[src/rtl/sap_exec_core.sv]
// SAP-1 execution core: six-state ring controller, microcode decode, accumulator A,
// B register and the 8-bit adder/subtractor that feeds the W bus.
module sap_exec_core #(
    parameter int WIDTH = 8
) (
    input  logic             clock,
    input  logic             reset,
    input  logic [3:0]       instruction,
    input  logic [WIDTH-1:0] w_bus,
    output logic [11:0]      control_word,
    output logic [WIDTH-1:0] drive_data,
    output logic             drive_en,
    output logic [WIDTH-1:0] a_value,
    output logic             halted,
    output logic [5:0]       state_dbg
);

    typedef enum logic [5:0] {
        T1 = 6'b000001,
        T2 = 6'b000010,
        T3 = 6'b000100,
        T4 = 6'b001000,
        T5 = 6'b010000,
        T6 = 6'b100000
    } state_t;

    localparam logic [3:0] OP_LDA = 4'h0;
    localparam logic [3:0] OP_ADD = 4'h1;
    localparam logic [3:0] OP_SUB = 4'h2;
    localparam logic [3:0] OP_OUT = 4'hE;
    localparam logic [3:0] OP_HLT = 4'hF;

    // Word layout {Cp,Ep,Lm_n,Ce_n,Li_n,Ei_n,La_n,Ea,Su,Eu,Lb_n,Lo_n}; loads are active low.
    localparam logic [11:0] CW_PC_TO_MAR  = 12'h5E3;
    localparam logic [11:0] CW_PC_INC     = 12'hBE3;
    localparam logic [11:0] CW_RAM_TO_IR  = 12'h263;
    localparam logic [11:0] CW_IR_TO_MAR  = 12'h1A3;
    localparam logic [11:0] CW_RAM_TO_A   = 12'h2C3;
    localparam logic [11:0] CW_RAM_TO_B   = 12'h2E1;
    localparam logic [11:0] CW_ALU_ADD    = 12'h3C7;
    localparam logic [11:0] CW_ALU_SUB    = 12'h3CF;
    localparam logic [11:0] CW_A_TO_OUT   = 12'h3F2;
    localparam logic [11:0] CW_IDLE       = 12'h3E3;

    localparam int BIT_LA_N = 5;
    localparam int BIT_EA   = 4;
    localparam int BIT_SU   = 3;
    localparam int BIT_EU   = 2;
    localparam int BIT_LB_N = 1;

    state_t           r_state;
    logic             r_halted;
    logic [WIDTH-1:0] r_a;
    logic [WIDTH-1:0] r_b;

    logic [11:0]      w_cw;
    logic             w_hlt_now;
    logic             w_su;
    logic [WIDTH-1:0] w_alu;

    assign w_hlt_now = (r_state == T4) && (instruction == OP_HLT);

    // Fetch states ignore the opcode; once halted the word is pinned to idle.
    always_comb begin
        w_cw = CW_IDLE;
        if (!r_halted) begin
            case (r_state)
                T1: w_cw = CW_PC_TO_MAR;
                T2: w_cw = CW_PC_INC;
                T3: w_cw = CW_RAM_TO_IR;
                T4: begin
                    case (instruction)
                        OP_LDA, OP_ADD, OP_SUB: w_cw = CW_IR_TO_MAR;
                        OP_OUT:                 w_cw = CW_A_TO_OUT;
                        default:                w_cw = CW_IDLE;
                    endcase
                end
                T5: begin
                    case (instruction)
                        OP_LDA:         w_cw = CW_RAM_TO_A;
                        OP_ADD, OP_SUB: w_cw = CW_RAM_TO_B;
                        default:        w_cw = CW_IDLE;
                    endcase
                end
                T6: begin
                    case (instruction)
                        OP_ADD:  w_cw = CW_ALU_ADD;
                        OP_SUB:  w_cw = CW_ALU_SUB;
                        default: w_cw = CW_IDLE;
                    endcase
                end
                default: w_cw = CW_IDLE;
            endcase
        end
    end

    // Ring counter; HLT in T4 freezes the ring there until reset.
    always_ff @(posedge clock or posedge reset) begin
        if (reset) begin
            r_state  <= T1;
            r_halted <= 1'b0;
        end else if (r_halted || w_hlt_now) begin
            r_state  <= r_state;
            r_halted <= 1'b1;
        end else begin
            case (r_state)
                T1:      r_state <= T2;
                T2:      r_state <= T3;
                T3:      r_state <= T4;
                T4:      r_state <= T5;
                T5:      r_state <= T6;
                T6:      r_state <= T1;
                default: r_state <= T1;
            endcase
        end
    end

    always_ff @(posedge clock or posedge reset) begin
        if (reset) begin
            r_a <= '0;
            r_b <= '0;
        end else begin
            if (!w_cw[BIT_LA_N]) r_a <= w_bus;
            if (!w_cw[BIT_LB_N]) r_b <= w_bus;
        end
    end

    // Subtract is two's complement: A + ~B + 1, wrapping mod 2^WIDTH.
    assign w_su  = w_cw[BIT_SU];
    assign w_alu = r_a + (w_su ? ~r_b : r_b) + {{(WIDTH-1){1'b0}}, w_su};

    assign control_word = w_cw;
    assign drive_data   = w_cw[BIT_EU] ? w_alu : r_a;
    assign drive_en     = w_cw[BIT_EA] | w_cw[BIT_EU];
    assign a_value      = r_a;
    assign halted       = r_halted;
    assign state_dbg    = r_state;

endmodule

[config.mk]
export PLATFORM = sky130hd
export DESIGN_NAME = sap_exec_core
export DESIGN_NICKNAME = d
export VERILOG_FILES = /design/src/rtl/sap_exec_core.sv
export SDC_FILE = /design/constraint.sdc
export NUM_CORES = 1
export LEC_CHECK = 0
export ABC_AREA = 1
export ABC_CLOCK_PERIOD_IN_PS = 4800
export CAP_MARGIN = 10
export CORE_MARGIN = 5
export CORE_UTILIZATION = 38
export DETAILED_ROUTE_END_ITERATION = 10
export GPL_TIMING_DRIVEN = 0
export PLACE_DENSITY = 0.73
export SLEW_MARGIN = 20
export SYNTH_ARGS = -nofsm -noshare
export SYNTH_HDL_FRONTEND = slang
export SYNTH_SLANG_ARGS = --single-unit
[constraint.sdc]
create_clock -name clock -period 4.8 [get_ports clock]
set_clock_uncertainty 0.15 [all_clocks]
set_input_delay 0.72 -clock clock [delete_from_list [all_inputs] [get_ports clock]]
set_output_delay 0.72 -clock clock [all_outputs]
set_load 0.05 [all_outputs]
# Yosys cells after proc, flatten, opt, wreduce, memory -nomap -nowiden

Index checks and enable logic that the tools add are counted.

Equal/unequal tests: 10
Multiplexer cells: 8
Reductions and logical operators: 5
Add/sub/neg operators: 2
Bitwise operators: 2

Operator list:

| cell                                                | number |
|---|---|
| one-hot mux 12 bit (6 select lines)                 | 1 |
| one-hot mux 6 bit (5 select lines)                  | 1 |
| one-hot mux 10 bit (2 select lines)                 | 1 |
| one-hot mux 9 bit (2 select lines)                  | 1 |
| 2-to-1 mux 8 bit                                    | 2 |
| 2-to-1 mux 12 bit                                   | 1 |
| one-hot mux 6 bit (2 select lines)                  | 1 |
| adder 8 x 1 -> 8 bit                                | 1 |
| adder 8 bit                                         | 1 |
| equality test 4 bit, second input constant          | 2 |
| NOT 8 bit                                           | 1 |
| equality test 6 x 1 -> 1 bit, second input constant | 1 |
| equality test 6 x 2 -> 1 bit, second input constant | 1 |
| equality test 6 x 3 -> 1 bit, second input constant | 1 |
| equality test 6 x 4 -> 1 bit, second input constant | 1 |
| equality test 6 x 5 -> 1 bit, second input constant | 1 |
| equality test 6 bit, second input constant          | 1 |
| equality test 4 x 1 -> 1 bit, second input constant | 1 |
| equality test 4 x 2 -> 1 bit, second input constant | 1 |
| zero test 4 bit                                     | 1 |
| OR reduction 3 bit                                  | 1 |
| OR reduction 2 bit                                  | 1 |
| logical AND 1 bit                                   | 1 |
| logical OR 1 bit                                    | 1 |
| OR 1 bit                                            | 1 |

Flip-flop bits (word level): 23
Logic and storage cells: 31
Input bits: 14

# Depth between registers and ports, before layout

Gate-level depths: netlist of run 1.

Depth after elaboration: 9
Gate-level depth with buffers: 15

# Worst setup path after synthesis of run 1

OpenSTA, ideal clock, no wires.

Path kind: register -> output
From: reg r_state[4], in the netlist state_dbg[4]
To: out drive_en
Stages on the path, launching flop included: 5
Buffers on the path: 0
Arrival: 2,997 ps
Data required time: 3,930 ps
Path slack: 933 ps
Cells stage by stage: dfrtp_1 > nor2_2 > nand4_1 > nor4_1 > or2_2

Word-level cells in the longest chain between the ends: 4
Elaborated cells on any way between the ends: 9

Ends and longest elaborated chain:

| what                                              | RTL line | source |
|---|---|---|
| start: declaration                                | 51       | `state_t r_state;` |
| start signal: assignment                          | 103      | `r_state <= r_state;` |
| equality test 6 bit, or another cell as far along | 67       | `case (r_state)` |
| one-hot mux 12 bit (6 select lines) (*)           | 67       |  |
| 2-to-1 mux 12 bit (*)                             | 66       | `if (!r_halted) begin` |
| net control_word[4]                               | 10       | `output logic [11:0] control_word,` |
| OR 1 bit (*)                                      | 134      | `assign drive_en = w_cw[BIT_EA] \| w_cw[BIT_EU];` |
| end: declaration                                  | 12       | `output logic drive_en,` |

The timed path passes the listed nets; every way through them passes the cells marked *.

# Worst setup path in the final report of run 1

From: in instruction[3]
To: out drive_data[4]

Word-level cells in the longest chain between the ends: 8
Elaborated cells on any way between the ends: 9

Ends and longest elaborated chain:

| what                                                                         | RTL line | source |
|---|---|---|
| start: declaration                                                           | 8        | `input logic [3:0] instruction,` |
| equality test 4 x 2 -> 1 bit or equality test 4 x 1 -> 1 bit (tied branches) | 86       | `case (instruction)` |
| one-hot mux 6 bit (2 select lines) (*)                                       | 86       |  |
| one-hot mux 12 bit (6 select lines) (*)                                      | 67       |  |
| 2-to-1 mux 12 bit (*)                                                        | 66       |  |
| 2-to-1 mux 8 bit                                                             | 130      | `assign w_alu = r_a + (w_su ? ~r_b : r_b) + {{(WIDTH-1){1'b0}}, w_su};` |
| adder 8 bit                                                                  | 130      |  |
| adder 8 x 1 -> 8 bit                                                         | 130      |  |
| 2-to-1 mux 8 bit (*)                                                         | 133      | `assign drive_data = w_cw[BIT_EU] ? w_alu : r_a;` |
| end: declaration                                                             | 11       | `output logic [WIDTH-1:0] drive_data,` |

Mark *: on every way between the ends. The rest lies on a longest branch, timed or not.

==> metrics.txt, run 1 <==
commonest non-fill, non-tap cell in the layout nand2_1; 1st-pass router iterations 4; CTS max path bufs 2; status finished clean; Crit. Startpoint instruction[3]; worst hold slack about 370 ps; DR iter-0 viols 72; RSZ-0062 raised after global routing no; WL/cell 12.7 um; Cell Pwr Density between 100 and 150 nW/um^2; largest net degree at the start of global routing 24; setup bufs post-CTS 0; met3 WL post-DR 112 um; die area between 5000 and 6000 um^2; Residual DRC 0; slowest stage delay, CP around 820 ps; worst slew pin tran approximately 850 ps; reg2reg end a_value[7]; Worst VDD drop between 100 and 150 uV; Tcrit/Tclk final 93.9%; cell count after synthesis about 220; row count 24; Setup violations, final 0; synth unique cells 32; Worst Setup End Kind primary output; worst hold path type flop to flop; crit-path leading delay family buffers and inverters; Worst EP required between 3000 and 4000 ps; min-delay src r_b[4]; FFs w/ async S/R, synth 100%; Skew-Pair Late Insertion Delay around 260 ps; Max Clock Freq between 200 and 250 MHz; TNS Setup 0 ps; R2R setup slack 2860 ps; clk sinks 23; met2 wire len around 2000 um; clk root buf clkbuf_8; top routing layer in use met4; most frequent cells in the layout nand2_1, clkdlybuf4s50_1, inv_1; Worst Setup EP drive_data[4]; R2R depth 9; nets 296; most frequent CP cell nand2_1; Vias 1541; fin crit period approximately 4500 ps; Worst Path Arrival roughly 3600 ps; Starting Density 38.7%; vias in the first global route between 1500 and 2000; P&R area growth vs syn 36.4%; YS warnings 0; HPWL after DPL roughly 3300 um; Die H ~76 um; core box area around 4300 um^2; final hold violation count 0; H-tree lvl count 1; Rel. slew slack between 40 and 50%; Pins Over Slew Limit 0; Post-synth EDFFs 0; grt ovf 0; TritonCTS buffer count 3; TritonCTS clock tree done; post-synthesis register bit count 23; Lkg Pwr 1.23 nW; max-cap violations 0; Main synth FF type dfrtp_1; Seq/Total Area, Yosys between 30% and 40%; io pins 50; initial antenna violation count 0; Setup CP Type input port to primary output; Die Wd roughly 76 um; worst-path cell chain clkdlybuf4s50_1 > nor2_1 > nand2_1 > nor2_2 > nand2_4 > xnor2_1 > fa_1 > nand3_1 > nand2_1 > nand2_1 > nand2_1 > o21ai_1 > clkdlybuf4s50_1; share of layout cells above drive strength 1 12.9%; Worst path depth 13; Mapped Area roughly 1700 um^2; antenna-violating nets left 0; CP max FO 10; Synth Net Count around 240; CP Buf/Inv Count 2; global-route wire length before repair between 7000 and 8000 um; # diodes 0; Port Buf Inserts 49; Post-Route WL about 4000 um; global router's overall resource usage roughly 14%; Startpoint Class input port; drt via density 4.76; WL met1 ~2000 um; GPL Wtd Cong between 0.8 and 0.9; clock-pin slew on the worst setup and hold paths approximately 80 ps; CP max stage cell clkdlybuf4s50_1; r2r startpoint state_dbg[4]; Mean Syn Cell Area about 7.6 um^2
-- how the worst min path moves through the flow --
stage | endpoint | slack, ps | cells after the start
2_1_floorplan | r_b[0] | 300 | 2
3_3_place_gp | r_b[4] | 340 | 2
3_5_place_dp | r_b[4] | 350 | 2
4_1_cts | r_b[4] | 370 | 2
5_1_grt | r_b[0] | 420 | 2
6_report | r_b[4] | 370 | 2
-- synth_stat cells, drive strengths merged (2+ instances only) --
library cell	number	area, um^2
a21oi	8	40.0
ha	8	100
nand2	61	239
o21ai	27	173
nand4	6	52.6
xor2	2	17.5
inv	36	135
buf	3	27.5
dfrtp	22	551
nand3	9	50.1
nor2	18	97.6
xnor2	8	70.1
o21bai	2	15.0
-- layout make-up --
type,instances,area (um^2)
buffer,3,27.5
clock buffer,3,41.3
clock inverter,1,5.00
fill,441,2040
inverter,36,135
multi-input combinational,157,935
sequential,23,577
tap,52,65.1
timing repair buffer,49,498
-- kinds of logic after synthesis --
kind of cell	after synthesis	share of synthesized area [%]
simple gates	98	28.4
compound gates	40	15.0
buf+inv	39	9.72
flops	23	34.5
xor+xnor	10	5.23
fa+ha+maj	9	7.18
-- state kept, by name, indices dropped and copies added, names as in the netlist --
register / count
state_dbg: 6
r_b: 8
halted: 1
a_value: 8
-- report_power, final --
| part | total (mW) | switching (mW) | internal (mW) | leakage (nW) |
|---|---|---|---|---|
| Combinational | 0.0218 | 0.0111 | 0.0107 | 0.909 |
| Sequential | 0.194 | 0 | 0.194 | 0.292 |
| Clock | 0.116 | 0.0579 | 0.0577 | 0.0255 |
| Total | 0.331 | 0.0690 | 0.262 | 1.23 |
-- through the flow --
step / instance area (um^2) / std cells / utilization, % / total power, mW / setup slack, ps
after floorplan: 1670 / 219 / - / 0.206 / 933
after global placement: 2230 / 320 / 51.6 / 0.219 / 117
after detailed placement: 2230 / 320 / 51.6 / 0.220 / 58.5
after CTS: 2280 / 324 / 52.6 / 0.335 / 44.6
after global routing: 2280 / 324 / 52.8 / 0.346 / 54.4
final: 2280 / 324 / 52.8 / 0.331 / 295
-- worst register-to-register path: cells and delay by family (launching register included) --
kind	cells	cell delay (ps)
DFF	1	450
buffers and inverters	1	210
AOI/OAI and AO/OA	1	50
and+or+nand+nor	7	980
-- metal layers --
metal  track usage (%)  up-vias
li1                  -      806
met3             0.473        2
met2              24.6       26
met1              19.4      707
met5                 0        -
met4              4.20        0
-- timing repair --
item | 4_1_cts | 5_1_grt
endpoints found under the hold margin | 0 | 0
hold buffers | 0 | 0
endpoints found under the setup margin | 0 | 3
gates resized for setup | 0 | 3
No activity file was read; power rests on OpenSTA's default activity.
==> run 2, diff against run 1 <==
--- a/config.mk
+++ b/config.mk
@@ -7,12 +7,12 @@
 export LEC_CHECK = 0
 export ABC_AREA = 1
 export ABC_CLOCK_PERIOD_IN_PS = 4800
-export CAP_MARGIN = 10
+export CAP_MARGIN = 0
 export CORE_MARGIN = 5
-export CORE_UTILIZATION = 38
+export CORE_UTILIZATION = 40
 export DETAILED_ROUTE_END_ITERATION = 10
 export GPL_TIMING_DRIVEN = 0
-export PLACE_DENSITY = 0.73
+export PLACE_DENSITY = 0.76
 export SLEW_MARGIN = 20
 export SYNTH_ARGS = -nofsm -noshare
 export SYNTH_HDL_FRONTEND = slang
==> run 2 against run 1 <==
Setup slack improved by 110 ps. Global-route usage rose by 0.46 points. Die area fell by 4.4%. Combinational power barely moved. Critical endpoint unchanged. Largest cell class unchanged.
==> metrics.txt, run 2 (synthesis results as in run 1) <==
TritonCTS buffer count 3 (unchanged); Post-DP Area 2230 um^2 (-0.11%); GPL Wtd Cong 0.848 (-1.6%); P&R area growth vs syn 36.4% (unchanged); RSZ-0062 raised after global routing no; Skew-Pair Late Insertion Delay 260 ps (about the same); HPWL after DPL 3190 um (-4.1%); commonest non-fill, non-tap cell in the layout nand2_1; Setup CP Type input port to primary output; slowest stage delay, CP 810 ps (about the same); Cell Pwr Density 146 nW/um^2 (+0.72%); 1st-pass router iterations 4 (unchanged); Residual DRC 0 (unchanged); io pins 50 (unchanged); R2R setup slack 2890 ps (+30 ps); Tcrit/Tclk final 91.6% (-2.2 points); TritonCTS clock tree done; worst slew pin tran 826 ps (-28.2 ps); crit-path leading delay family buffers and inverters; grt ovf 0 (unchanged); clk sinks 23 (unchanged); Worst EP required 3930 ps (about the same); die area 5580 um^2 (-4.4%); clk root buf clkbuf_8; Starting Density 41.6% (+2.8 points); Vias 1525 (-1.0%); Rel. slew slack 44.9% (+1.9 points); Die Wd 74.7 um (-2.2%); flip-flop and latch area 577 um^2 (unchanged); vias in the first global route 1468 (-3.1%); Die H 74.7 um (-2.2%); clock-pin slew on the worst setup and hold paths 80 ps (about the same); # diodes 0 (unchanged); nets 296 (unchanged); TNS Setup 0 ps (unchanged); WL/cell 11.8 um (-6.9%); fin crit period 4400 ps (-107 ps); core box area 4030 um^2 (-6.8%); largest net degree at the start of global routing 24 (unchanged); initial antenna violation count 0 (unchanged); row count 23 (-4.2%); Worst Path Arrival 3530 ps (-110 ps); global-route wire length before repair 6470 um (-8.9%); DR iter-0 viols 59 (-18%); max-cap violations 0 (unchanged); Lkg Pwr 1.24 nW (+1.5%); Max Clock Freq 227 MHz (+2.4%); worst hold path type flop to flop; final hold violation count 0 (unchanged); most frequent cells in the layout nand2_1, clkdlybuf4s50_1, inv_1; most frequent CP cell nand2_1; CP max FO 10 (unchanged); Setup violations, final 0 (unchanged); drt via density 4.74 (-0.42%); Post-Route WL 3790 um (-7.5%); Multi-input gate area 935 um^2 (unchanged); global router's overall resource usage 14.7% (+0.46 points); CTS max path bufs 2 (unchanged); Pins Over Slew Limit 0 (unchanged); Startpoint Class input port; hold_buf cts 0 (unchanged); status finished clean; fillcell total 376 (-15%); CP max stage cell clkdlybuf4s50_1; Worst VDD drop 103 uV (-26%); Port Buf Inserts 49 (unchanged); Design Area, Final 2280 um^2 (unchanged); antenna-violating nets left 0 (unchanged); H-tree lvl count 1 (unchanged); share of layout cells above drive strength 1 12.9% (unchanged); CP Buf/Inv Count 2 (unchanged); Worst Setup End Kind primary output; worst-path cell chain clkdlybuf4s50_1 > nand2_1 > nor2_2 > nand2_4 > xnor2_1 > fa_1 > nand3_1 > nand2_1 > nand2_1 > nand2_1 > o21ai_1 > clkdlybuf4s50_1
[run 2: cell count changes in the layout (fill, tap and decap cells not counted)]
cell,before,now
dlymetal6s2s_1,3,4
clkdlybuf4s50_1,46,45
[run 2: metrics by stage]
step           hold slack [ps]  power [mW]  instances  setup WS [ps]  utilization (%)
2_1_floorplan              303       0.206        219            933                -
3_3_place_gp               330       0.219        318            148             55.3
3_5_place_dp               343       0.219        318            115             55.3
4_1_cts                    363       0.337        322            118             56.4
5_1_grt                    400       0.347        322            110             56.7
6_report                   357       0.333        322            402             56.7
[run 2: timing repair]
action / CTS / global route
setup endpoints to repair: 0 / 4
gates resized for setup: 0 / 4
buffers inserted: 0 / 0
[run 2: cell type report]
class	instances	area share, %
timing repair buffer	49	21.9
inverter	36	5.92
sequential	23	25.3
tap	50	2.74
buffer	3	1.21
clock inverter	1	0.219
multi-input combinational	157	40.9
clock buffer	3	1.81
[run 2: metal layers]
metal / share of wire, % / GRT usage (%)
met1: 47 / 19.8
met2: 48 / 25.5
met3: 3.4 / 0.401
met4: 1.2 / 5.34
met5: 0 / 0
[run 2: final timing paths]
check | from | to | cells after the start
worst min register to register | r_b[7] | r_b[7] | 2
min in group asynchronous | reset | halted | 2
max in group asynchronous | reset | r_b[6] | 2
worst max-delay path | instruction[1] | drive_data[4] | 12
worst max register to register | state_dbg[4] | a_value[7] | 9
worst min-delay path | r_b[7] | r_b[7] | 2
[run 2: report_power, final]
group,internal (mW),switching [mW],leakage [nW]
combinational,0.0107,0.0108,0.927
sequential,0.194,0,0.292
clock,0.0579,0.0604,0.0255
[run 2: worst reg2reg max path: cells and delay by family (launching register included)]
family                 cells  cell delay, ps
and+or+nand+nor            7             960
DFF                        1             440
AOI/OAI and AO/OA          1              50
buffers and inverters      1             210
